[src/rtl/accel_pkg.sv]
// Shared constants for the NN accelerator datapath and the argmax state encoding.
package accel_pkg;

    localparam int NUM_CLASSES = 10;
    localparam int DATA_W      = 32;
    localparam int IDX_W       = 4;

    localparam logic [IDX_W-1:0] LAST_IDX = IDX_W'(NUM_CLASSES - 1);

    typedef enum logic [1:0] {
        ST_IDLE = 2'd0,
        ST_SCAN = 2'd1,
        ST_DONE = 2'd2
    } state_t;

endpackage

[src/rtl/accel_argmax.sv]
// Argmax over the accelerator's class scores: snapshot on a ready rising edge,
// scan one score per cycle, and hold the winner until the core acknowledges it.
module accel_argmax
    import accel_pkg::*;
(
    input  logic                          clk,
    input  logic                          resetn,
    input  logic                          accel_ready,
    input  logic [NUM_CLASSES*DATA_W-1:0] scores,
    input  logic                          clear,
    input  logic                          ack,
    output logic                          busy,
    output logic                          done,
    output logic [IDX_W-1:0]              class_idx,
    output logic [DATA_W-1:0]             max_score,
    output logic                          overrun
);

    // Handshake: done is a level held from the end of the scan until the cycle
    // ack (a one-cycle pulse) is sampled high in DONE; class_idx/max_score are
    // stable for that whole window, and ack in any other state is ignored.

    state_t            state;
    logic              rdy_q;
    logic              rise;
    logic [DATA_W-1:0] snap [0:NUM_CLASSES-1];
    logic [DATA_W-1:0] run_max;
    logic [IDX_W-1:0]  run_idx;
    logic [IDX_W-1:0]  ptr;
    logic [DATA_W-1:0] cand;
    logic              cand_gt;
    logic              capture;

    assign rise    = accel_ready & ~rdy_q;
    assign capture = (state == ST_IDLE) & rise & ~clear;

    always_comb begin
        cand    = snap[ptr];
        cand_gt = $signed(cand) > $signed(run_max);
    end

    // Snapshot is pure data; it needs no reset because run_max/run_idx gate its use.
    always_ff @(posedge clk) begin
        if (capture) begin
            for (int k = 0; k < NUM_CLASSES; k++) begin
                snap[k] <= scores[k*DATA_W +: DATA_W];
            end
        end
    end

    always_ff @(posedge clk or negedge resetn) begin
        if (!resetn) begin
            state   <= ST_IDLE;
            rdy_q   <= 1'b1;
            busy    <= 1'b0;
            done    <= 1'b0;
            overrun <= 1'b0;
            run_max <= '0;
            run_idx <= '0;
            ptr     <= '0;
        end else begin
            rdy_q <= accel_ready;
            if (clear) begin
                state   <= ST_IDLE;
                busy    <= 1'b0;
                done    <= 1'b0;
                overrun <= 1'b0;
            end else begin
                case (state)
                    ST_IDLE: begin
                        if (rise) begin
                            run_max <= scores[DATA_W-1:0];
                            run_idx <= '0;
                            ptr     <= IDX_W'(1);
                            busy    <= 1'b1;
                            state   <= ST_SCAN;
                        end
                    end
                    ST_SCAN: begin
                        if (rise) begin
                            overrun <= 1'b1;
                        end
                        // Strict greater-than keeps the lowest index on ties.
                        if (cand_gt) begin
                            run_max <= cand;
                            run_idx <= ptr;
                        end
                        if (ptr == LAST_IDX) begin
                            busy  <= 1'b0;
                            done  <= 1'b1;
                            state <= ST_DONE;
                        end else begin
                            ptr <= ptr + IDX_W'(1);
                        end
                    end
                    ST_DONE: begin
                        if (ack) begin
                            done    <= 1'b0;
                            overrun <= rise;
                            state   <= ST_IDLE;
                        end else if (rise) begin
                            overrun <= 1'b1;
                        end
                    end
                    default: begin
                        state <= ST_IDLE;
                    end
                endcase
            end
        end
    end

    assign class_idx = run_idx;
    assign max_score = run_max;

endmodule
[config.mk]
export PLATFORM = sky130hd
export DESIGN_NAME = accel_argmax
export DESIGN_NICKNAME = d
export VERILOG_FILES = /design/src/rtl/accel_pkg.sv /design/src/rtl/accel_argmax.sv
export SDC_FILE = /design/constraint.sdc
export NUM_CORES = 1
export LEC_CHECK = 0
export BUFFER_PORTS_ARGS = -buffer_cell sky130_fd_sc_hd__buf_4
export CAP_MARGIN = 20
export CORE_MARGIN = 2
export CORE_UTILIZATION = 39
export CTS_BUF_LIST = sky130_fd_sc_hd__clkbuf_8
export CTS_CLUSTER_DIAMETER = 30
export CTS_CLUSTER_SIZE = 8
export DETAILED_ROUTE_END_ITERATION = 10
export PLACE_DENSITY = 0.67
export SLEW_MARGIN = 5
export SYNTH_ARGS = -nofsm -noshare
export SYNTH_HDL_FRONTEND = slang
export SYNTH_SLANG_ARGS = --single-unit
[constraint.sdc]
create_clock -name clk -period 90.1 [get_ports clk]
set_input_delay 9.01 -clock clk [delete_from_list [all_inputs] [get_ports clk]]
set_output_delay 9.01 -clock clk [all_outputs]
set_load 0.03 [all_outputs]
==> results of run 1 <==
==> area by class of cell <==
class	count	share of cell area
diodes	2	0.000245
flip-flops and latches	366	0.528
repair buffers	375	0.139
multi-input cells	382	0.197
inverters	37	0.00680
well taps	518	0.0317
clock inverters	77	0.0393
clock buffers	87	0.0586
==> worst max-delay path, delay by kind of cell <==
kind | cells | cell delay (ns)
AND/OR/NAND/NOR | 2 | 0.92
buffers and inverters | 3 | 1.74
==> worst max path at each step <==
stage / slack [ns] / startpoint / to
floorplan: 48.53 / accel_ready / class_idx[0]
global placement: 77.98 / accel_ready / snap[0][6]
detailed placement: 77.89 / accel_ready / snap[5][6]
CTS: 78.60 / accel_ready / snap[5][9]
global route: 78.35 / accel_ready / snap[8][6]
finish: 78.56 / accel_ready / snap[1][6]
==> power groups by stage <==
stage | clock network [mW] | registers, mW | logic [mW]
final | 0.219 | 0.210 | 0.137
after global routing | 0.234 | 0.212 | 0.151
after global placement | 0 | 0.213 | 0.137
after floorplan | 0 | 0.227 | 0.0788
after detailed placement | 0 | 0.213 | 0.139
after CTS | 0.225 | 0.210 | 0.140
==> metrics by stage <==
| stage | setup slack [ns] | total power, mW | area [µm²] | hold slack, ns | utilization |
|---|---|---|---|---|---|
| 4_1_cts | 78.60 | 0.575 | 20400 | 0.523 | 0.531 |
| 2_1_floorplan | 48.53 | 0.306 | 15100 | 0.570 | - |
| 5_1_grt | 78.35 | 0.598 | 20400 | 0.536 | 0.531 |
| 6_report | 78.56 | 0.567 | 20400 | 0.522 | 0.531 |
| 3_5_place_dp | 77.89 | 0.352 | 18400 | 0.512 | 0.479 |
| 3_3_place_gp | 77.98 | 0.350 | 18400 | 0.499 | 0.478 |
==> flip-flops by register name, summed over array words and instances, names as in the netlist <==
register	flops
busy	1
class_idx	4
state	2
max_score	32
rdy_q	1
done	1
overrun	1
ptr	4
snap	320
==> cell usage after synthesis (2+ instances only) <==
cell	n
edfxtp_1	320
mux2i_1	97
mux4_2	64
a21oi_1	48
dfrtp_1	45
inv_1	37
a211oi_1	34
ha_1	34
nor2b_1	31
clkbuf_1	20
nand2_1	11
buf_2	9
nand4_1	9
nor2_1	8
nand3_1	7
buf_1	6
o21ai_0	6
a21o_1	4
and2_1	3
buf_12	3
mux2_2	3
nor3_1	3
and2b_2	2
nor4_1	2
xor2_1	2
==> layer usage <==
layer,share of wire,vias up,GRT usage
li1,-,4178,-
met1,0.43,4427,0.239
met2,0.48,328,0.288
met3,0.070,62,0.0555
met4,0.021,0,0.0701
met5,0,-,0
==> kinds of logic after synthesis <==
| logic type | after synthesis | share of synthesized area |
|---|---|---|
| buffers and inverters | 77 | 0.0242 |
| xor gates and xnor gates | 2 | 0.00116 |
| DFF | 366 | 0.711 |
| adders and majority gates | 34 | 0.0281 |
| AOI/OAI and AO/OA | 97 | 0.0399 |
| and+or+nand+nor | 85 | 0.0335 |
| muxes | 164 | 0.162 |
==> flow_metrics.tcl, run 1 <==
set metrics [dict create \
    setup_tns_ns 0 \
    drive_gt1_frac 0.451 \
    multi_input_comb_area_um2 4020 \
    regToRegSetupSlack_ns 84.56 \
    ys_types 42 \
    worst_pin_slew_ns 1.01 \
    maxCapViolCount 0 \
    r2r_start "ptr[0]" \
    die_area_um2 40400 \
    htreeDepth 3 \
    critPathKind "in -> reg" \
    portBuffers 363 \
    crit_path_end_kind "flip-flop" \
    die_h_um 201 \
    overflow 0 \
    cts_root_buffer "clkbuf_8" \
    power.switching_mw 0.170 \
    start_util 0.393 \
    drv_slew 0 \
    start_kind "primary input" \
    area_growth_pct 35.0 \
    synthFlopType "edfxtp_1" \
    final_common_cell "buf_4" \
    first_global_vias 9717 \
    finalSetupViolCount 0 \
    avgSynthCellArea_um2 18.3 \
    synth_area_um2 15100 \
    drt-initial-drc-count 483 \
    cp.required_ns 90.36 \
    slowest_delay_ns 0.87 \
    grt_pass1_wl_um 55600 \
    ctsHoldBuffers 0 \
    post_cts_buffers 0 \
    drt-wirelength-per-cell_um 19.7 \
    antenna_found_initial 1 \
    powerDensity_nw_per_um2 27.7 \
    fin_nets 1608 \
    timing.final.crit_share 0.128 \
    holdPathStages 1 \
    fillers 3094 \
    first_pass_iters 4 \
    cp_slowest_cell "buf_4" \
    min_period_ns 11.54 \
    grt_usage 0.183 \
    ios 364 \
    ant_nets 0 \
    hold_path_class "reg -> reg" \
    ctsResizeCount 0 \
    clk_pin_slew_ns 0.05 \
    seqCellArea_um2 10800 \
    yosys_warnings 0 \
    skew_ns 0.0270 \
    dpl.hpwl_um 24500 \
    ys_ff_latch 366 \
    crit_top_cell "buf_4" \
    drc 0 \
    max_freq_mhz 86.6 \
    p_int_mw 0.397 \
    vias 8995 \
    crit_chain "buf_4 > or2b_2 > nor4_2 > buf_4 > buf_4" \
    final_cells 1844 \
    yosysSeqAreaShare 0.711 \
    r2r_cells 14 \
    final_cell_mix "buf_4 (374), edfxtp_1 (320), mux2i_1 (97), clkbuf_8 (87), mux4_2 (64)" \
    worstHoldStart "class_idx[0]" \
    p_sw_frac 0.300 \
    syn-num-nets 1184 \
    status "complete, no violations" \
    yosysTopAreaCellShare 0.635 \
    core_um2 38500 \
    worstSkewPairLatency_ns 0.66 \
    cts_made_buffers 87 \
    rsz0062_at_grt "false" \
    ir_drop_v 0.0000147 \
    relSlewSlack 0.324 \
    clock-sinks 366 \
    cp.arrival_ns 11.81 \
    p_leak_nw 8.23 \
    clk_path_buf_depth 3 \
    synth_edf_count 320 \
    async_reset_ff_frac 0.126 \
    synth.area.top_cells "edfxtp_1 (64%), mux4_2 (9.5%), dfrtp_1 (7.4%), mux2i_1 (6.4%), ha_1 (2.8%)" \
    r2r-end "class_idx[0]" \
    drt_wl_total_um 36200 \
    via_per_inst 4.88 \
    place.gp.congestion 0.763 \
    synth_area_leader_cell "edfxtp_1" \
    power_frac_clock 0.387 \
    fp-row-count 72 \
    hold_viol 0 \
    cts_tree "yes" \
    hold_end "class_idx[0]" \
    grt_start_max_net_pins 81 \
    seqPwrFrac 0.371 \
    placedCellCount 1678 \
    pwr-share-comb 0.242 \
    chipWidth_um 201 \
    worstPathMaxFanout 80 \
    synthCells 825 \
]
(Power assumes the default switching activity.)
==> run 2, diff against run 1 <==
==> constraint.sdc (replaced) <==
create_clock -name clk -period 11.39 [get_ports clk]
set_input_delay 1.139 -clock clk [delete_from_list [all_inputs] [get_ports clk]]
set_output_delay 1.139 -clock clk [all_outputs]
set_load 0.03 [all_outputs]
==> flow_metrics.tcl, run 2 (synthesis results as in run 1) <==
set metrics [dict create \
    cts_tree "yes" \
    cp.required_ns 11.90 \
    drt-initial-drc-count 425 \
    ir_drop_v 0.000137 \
    worstPathMaxFanout 40 \
    relSlewSlack 0.313 \
    overflow 0 \
    timing.final.crit_share 0.534 \
    hold_path_class "reg -> reg" \
    worstSkewPairLatency_ns 0.64 \
    die_area_um2 40400 \
    die_h_um 201 \
    ctsHoldBuffers 0 \
    final_cells 1839 \
    worst_pin_slew_ns 1.03 \
    design_area_um2 20500 \
    place_ws_ns 5.15 \
    cts_made_buffers 86 \
    area_growth_pct 35.5 \
    clock-sinks 366 \
    min_period_ns 6.09 \
    core_um2 38500 \
    drv_slew 0 \
    finalSetupViolCount 0 \
    fp-row-count 72 \
    grt_pass1_wl_um 55300 \
    skew_ns 0.0183 \
    largest-register "snap" \
    max_freq_mhz 164 \
    start_util 0.393 \
    chipWidth_um 201 \
    antenna_found_initial 1 \
    portBuffers 363 \
    final_cell_mix "buf_4 (374), edfxtp_1 (320), mux2i_1 (97), clkbuf_8 (91), mux4_2 (64)" \
    htreeDepth 3 \
    p_leak_nw 8.25 \
    first_pass_iters 5 \
    rsz0062_at_grt "false" \
    crit_path_end_kind "flip-flop" \
    fin_nets 1607 \
    grt_usage 0.180 \
    maxCapViolCount 0 \
    critPathKind "reg -> reg" \
    cp.arrival_ns 6.60 \
    drt-wirelength-per-cell_um 19.6 \
    dpl.hpwl_um 24300 \
    drive_gt1_frac 0.449 \
    via_per_inst 4.87 \
    grt_start_max_net_pins 86 \
    final.setup.worst_slack_ns 5.30 \
    status "complete, no violations" \
    largest_reg_flops 320 \
    clk_path_buf_depth 3 \
    drc 0 \
    start_kind "flip-flop" \
    ctsResizeCount 0 \
    place.gp.congestion 0.756 \
    ant_nets 0 \
    powerDensity_nw_per_um2 222 \
    place_area_um2 18400 \
    placedCellCount 1677 \
    ios 364 \
    vias 8948 \
    first_global_vias 9861 \
    drt_wl_total_um 36100 \
    clk_pin_slew_ns 0.05 \
    cts_root_buffer "clkbuf_8" \
    post_cts_buffers 0 \
    final_common_cell "buf_4" \
    setup_tns_ns 0 \
    hold_viol 0 \
]
==> run 2: worst paths after layout <==
check,cells past startpoint,slack [ns],from,endpoint
hold / removal,1,0.51,class_idx[0],class_idx[0]
max in group asynchronous,1,10.31,resetn,ptr[0]
hold reg to reg,1,0.51,class_idx[0],class_idx[0]
min in group asynchronous,1,0.54,resetn,max_score[4]
setup reg to reg,14,5.30,ptr[0],max_score[0]
setup / recovery,14,5.30,ptr[0],max_score[0]
==> run 2: where the power goes <==
group	switching (mW)	leakage [nW]	internal [mW]
combinational	0.630	3.71	0.478
clock	0.642	1.06	1.16
sequential	0.0645	3.48	1.57
total	1.34	8.25	3.21
==> run 2: cell type report <==
class / instances / area [µm²]
fillers: 3075 / 18000
flip-flops and latches: 366 / 10800
multi-input cells: 382 / 4030
repair buffers: 375 / 2840
clock buffers: 91 / 1250
clock inverters: 69 / 816
well taps: 518 / 648
inverters: 37 / 139
diodes: 1 / 2.50
==> run 2: worst max-delay path: stages, from the launching register on <==
cell and delay [ns]:
dfrtp_4 0.87, buf_4 0.76, mux4_2 0.58, nor2b_1 0.14, a211oi_1 0.25, a21oi_1 0.12, ha_1 0.39, nand4_1 0.21
nor4_2 0.41, a21oi_1 0.12, and2_1 0.18, a32o_1 0.28, nor3_4 0.59, buf_4 0.56, mux2_2 0.39
==> run 2: per-layer routing <==
layer / track usage / vias to the layer above / routed length [µm]
met4: 0.0854 / 0 / 1350
met5: 0 / - / 0
met2: 0.282 / 326 / 17200
li1: - / 4174 / -
met3: 0.0544 / 89 / 2470
met1: 0.232 / 4359 / 15100
==> run 2: stage by stage <==
| step | total power, mW | util | hold slack, ns |
|---|---|---|---|
| after floorplan | 2.39 | - | 0.606 |
| after global placement | 2.78 | 0.478 | 0.498 |
| after detailed placement | 2.79 | 0.478 | 0.499 |
| after CTS | 4.62 | 0.532 | 0.514 |
| after global routing | 4.79 | 0.533 | 0.535 |
| final | 4.54 | 0.533 | 0.507 |
==> run 3, diff against run 2 <==
--- a/config.mk
+++ b/config.mk
@@ -5,6 +5,7 @@
 export SDC_FILE = /design/constraint.sdc
 export NUM_CORES = 1
 export LEC_CHECK = 0
+export ABC_AREA = 1
 export BUFFER_PORTS_ARGS = -buffer_cell sky130_fd_sc_hd__buf_4
 export CAP_MARGIN = 20
 export CORE_MARGIN = 2
==> constraint.sdc (replaced) <==
create_clock -name clk -period 5.6 [get_ports clk]
set_input_delay 0.56 -clock clk [delete_from_list [all_inputs] [get_ports clk]]
set_output_delay 0.56 -clock clk [all_outputs]
set_load 0.03 [all_outputs]
==> flow_metrics.tcl, run 3 <==
set metrics [dict create \
    antenna_found_initial 1 \
    powerDensity_nw_per_um2 448 \
    synth.most_common_cell "edfxtp_1" \
    relSlewSlack 0.246 \
    yosys_warnings 0 \
    crit_path_end_kind "flip-flop" \
    synth_area_leader_cell "edfxtp_1" \
    grt_usage 0.224 \
    cts_made_buffers 90 \
    synth_common_cells "edfxtp_1 (320), nand2_1 (212), nor2_1 (203), o21ai_0 (174), o22ai_1 (78)" \
    drt_wl_total_um 46500 \
    via_per_inst 5.05 \
    largest-register "snap" \
    place_ws_ns 0.865 \
    maxCapViolCount 0 \
    worstSkewPairLatency_ns 0.66 \
    avgSynthCellArea_um2 11.7 \
    start_util 0.393 \
    ys_types 33 \
    ant_nets 0 \
    final_common_cell "buf_4" \
    synth_area_um2 15500 \
    rsz0062_at_grt "false" \
    ir_drop_v 0.000216 \
    p_leak_nw 8.32 \
    portBuffers 363 \
    fillers 3471 \
    yosysTopAreaCellShare 0.620 \
    clk_pin_slew_ns 0.05 \
    cp.arrival_ns 5.14 \
    die_area_um2 41400 \
    drv_slew 0 \
    final.setup.worst_slack_ns 0.981 \
    clock-sinks 366 \
    synth_edf_count 320 \
    min_period_ns 4.62 \
    worstPathMaxFanout 76 \
    max_freq_mhz 217 \
    final_cell_mix "buf_4 (375), edfxtp_1 (320), nand2_1 (212), nor2_1 (203), o21ai_0 (174)" \
    synthCells 1322 \
    first_pass_iters 5 \
    synth.area.top_cells "edfxtp_1 (62%), dfrtp_1 (7.3%), o21ai_0 (5.6%), nand2_1 (5.1%), nor2_1 (4.9%)" \
    post_cts_buffers 0 \
    async_reset_ff_frac 0.126 \
    finalSetupViolCount 0 \
    ys_ff_latch 366 \
    timing.final.crit_share 0.825 \
    drive_gt1_frac 0.310 \
    largest_reg_flops 320 \
    cts_tree "yes" \
    vias 11695 \
    drt-initial-drc-count 993 \
    grt_pass1_wl_um 69600 \
    holdPathStages 1 \
    fin_nets 2073 \
    overflow 0 \
    drt-wirelength-per-cell_um 20.1 \
    design_area_um2 20600 \
    hold_viol 0 \
    ios 364 \
    place.gp.congestion 0.825 \
    syn-num-nets 1681 \
    htreeDepth 3 \
    cp.required_ns 6.12 \
    timing.hold.ws_ns 0.0619 \
    die_h_um 203 \
    chipWidth_um 203 \
    clk_path_buf_depth 3 \
    start_kind "flip-flop" \
    dpl.hpwl_um 30800 \
    hold_path_class "in -> reg" \
    status "complete, no violations" \
    place_area_um2 18700 \
    critPathKind "reg -> reg" \
    cts_root_buffer "clkbuf_8" \
    fp-row-count 73 \
    r2r_cells 18 \
    grt_start_max_net_pins 183 \
    worst_pin_slew_ns 1.13 \
    setup_tns_ns 0 \
    yosysSeqAreaShare 0.694 \
    drc 0 \
    first_global_vias 11835 \
    synthFlopType "edfxtp_1" \
    area_growth_pct 32.6 \
    core_um2 39500 \
    skew_ns 0.0314 \
]
## run 3: cell count changes in the layout (fill, tap and decap cells not counted), sizes merged, moves of 15 or more
| cell | previous run | this run |
|---|---|---|
| a211oi | 34 | 1 |
| a21oi | 48 | 19 |
| inv | 55 | 70 |
| mux2i | 97 | 0 |
| mux4 | 64 | 0 |
| nand2 | 11 | 216 |
| nand3 | 7 | 45 |
| nor2 | 8 | 206 |
| nor2b | 32 | 0 |
| o21ai | 6 | 194 |
| o22ai | 0 | 94 |
## run 3: cells by family after synthesis
group,share of synthesized area
AOI/OAI and AO/OA,0.118
adders and majority gates,0.0274
buffers and inverters,0.0369
DFF,0.694
and+or+nand+nor,0.123
## run 3: layer usage
metal	vias to the layer above	share of wire	global-route usage
li1	5539	-	-
met1	5600	0.44	0.307
met2	468	0.46	0.342
met3	88	0.081	0.0642
met4	0	0.026	0.0764
met5	-	0	0
## run 3: power breakdown
group | internal (mW) | switching, mW | total [mW]
registers | 3.19 | 0.156 | 3.35
clock network | 1.86 | 1.35 | 3.21
logic | 0.928 | 1.72 | 2.65
total | 5.98 | 3.22 | 9.21
## run 3: what timing repair did
| action | 4_1_cts | 5_1_grt |
|---|---|---|
| endpoints found under the hold margin | 45 | 0 |
| gates resized for setup | 0 | 0 |
| setup endpoints to repair | 0 | 0 |
| hold buffers | 1 | 0 |
## run 3: layout make-up
class / instances / area [µm²] / share of cell area
clock inverter: 75 / 574 / 0.0279
clock buffer: 91 / 1250 / 0.0609
sequential: 366 / 10800 / 0.524
tap: 525 / 657 / 0.0320
multi-input combinational: 826 / 4200 / 0.204
timing repair buffer: 380 / 2900 / 0.141
antenna: 1 / 2.50 / 0.000122
inverter: 50 / 200 / 0.00974
## run 3: per-stage QoR
step	total power [mW]	cells	util
floorplan	5.09	1322	-
global placement	6.02	2145	0.474
detailed placement	6.06	2146	0.474
CTS	9.30	2313	0.521
global route	9.74	2314	0.521
finish	9.21	2314	0.521
## run 3: worst max-delay path: stages, from the launching register on
cell	delay, ns
dfrtp_4	0.65
inv_6	0.44
buf_4	0.56
o21ai_0	0.17
o22ai_1	0.18
nor2_1	0.06
o22ai_1	0.24
ha_1	0.19
nand4_1	0.23
nor4_4	0.38
nand2_1	0.13
nand2_1	0.07
nand2_1	0.04
nand2_1	0.07
nand2_2	0.06
nand2_4	0.36
nand2_4	0.38
nand2_1	0.16
nand2_1	0.07
## run 3: final timing paths
kind | startpoint | end | slack [ns]
worst min register to register | class_idx[0] | class_idx[0] | 0.49
worst max register to register | ptr[0] | max_score[7] | 0.98
max in group asynchronous | resetn | ptr[0] | 4.63
worst min-delay path | accel_ready | rdy_q | 0.06
worst max-delay path | ptr[0] | max_score[7] | 0.98
min in group asynchronous | resetn | max_score[27] | 0.48
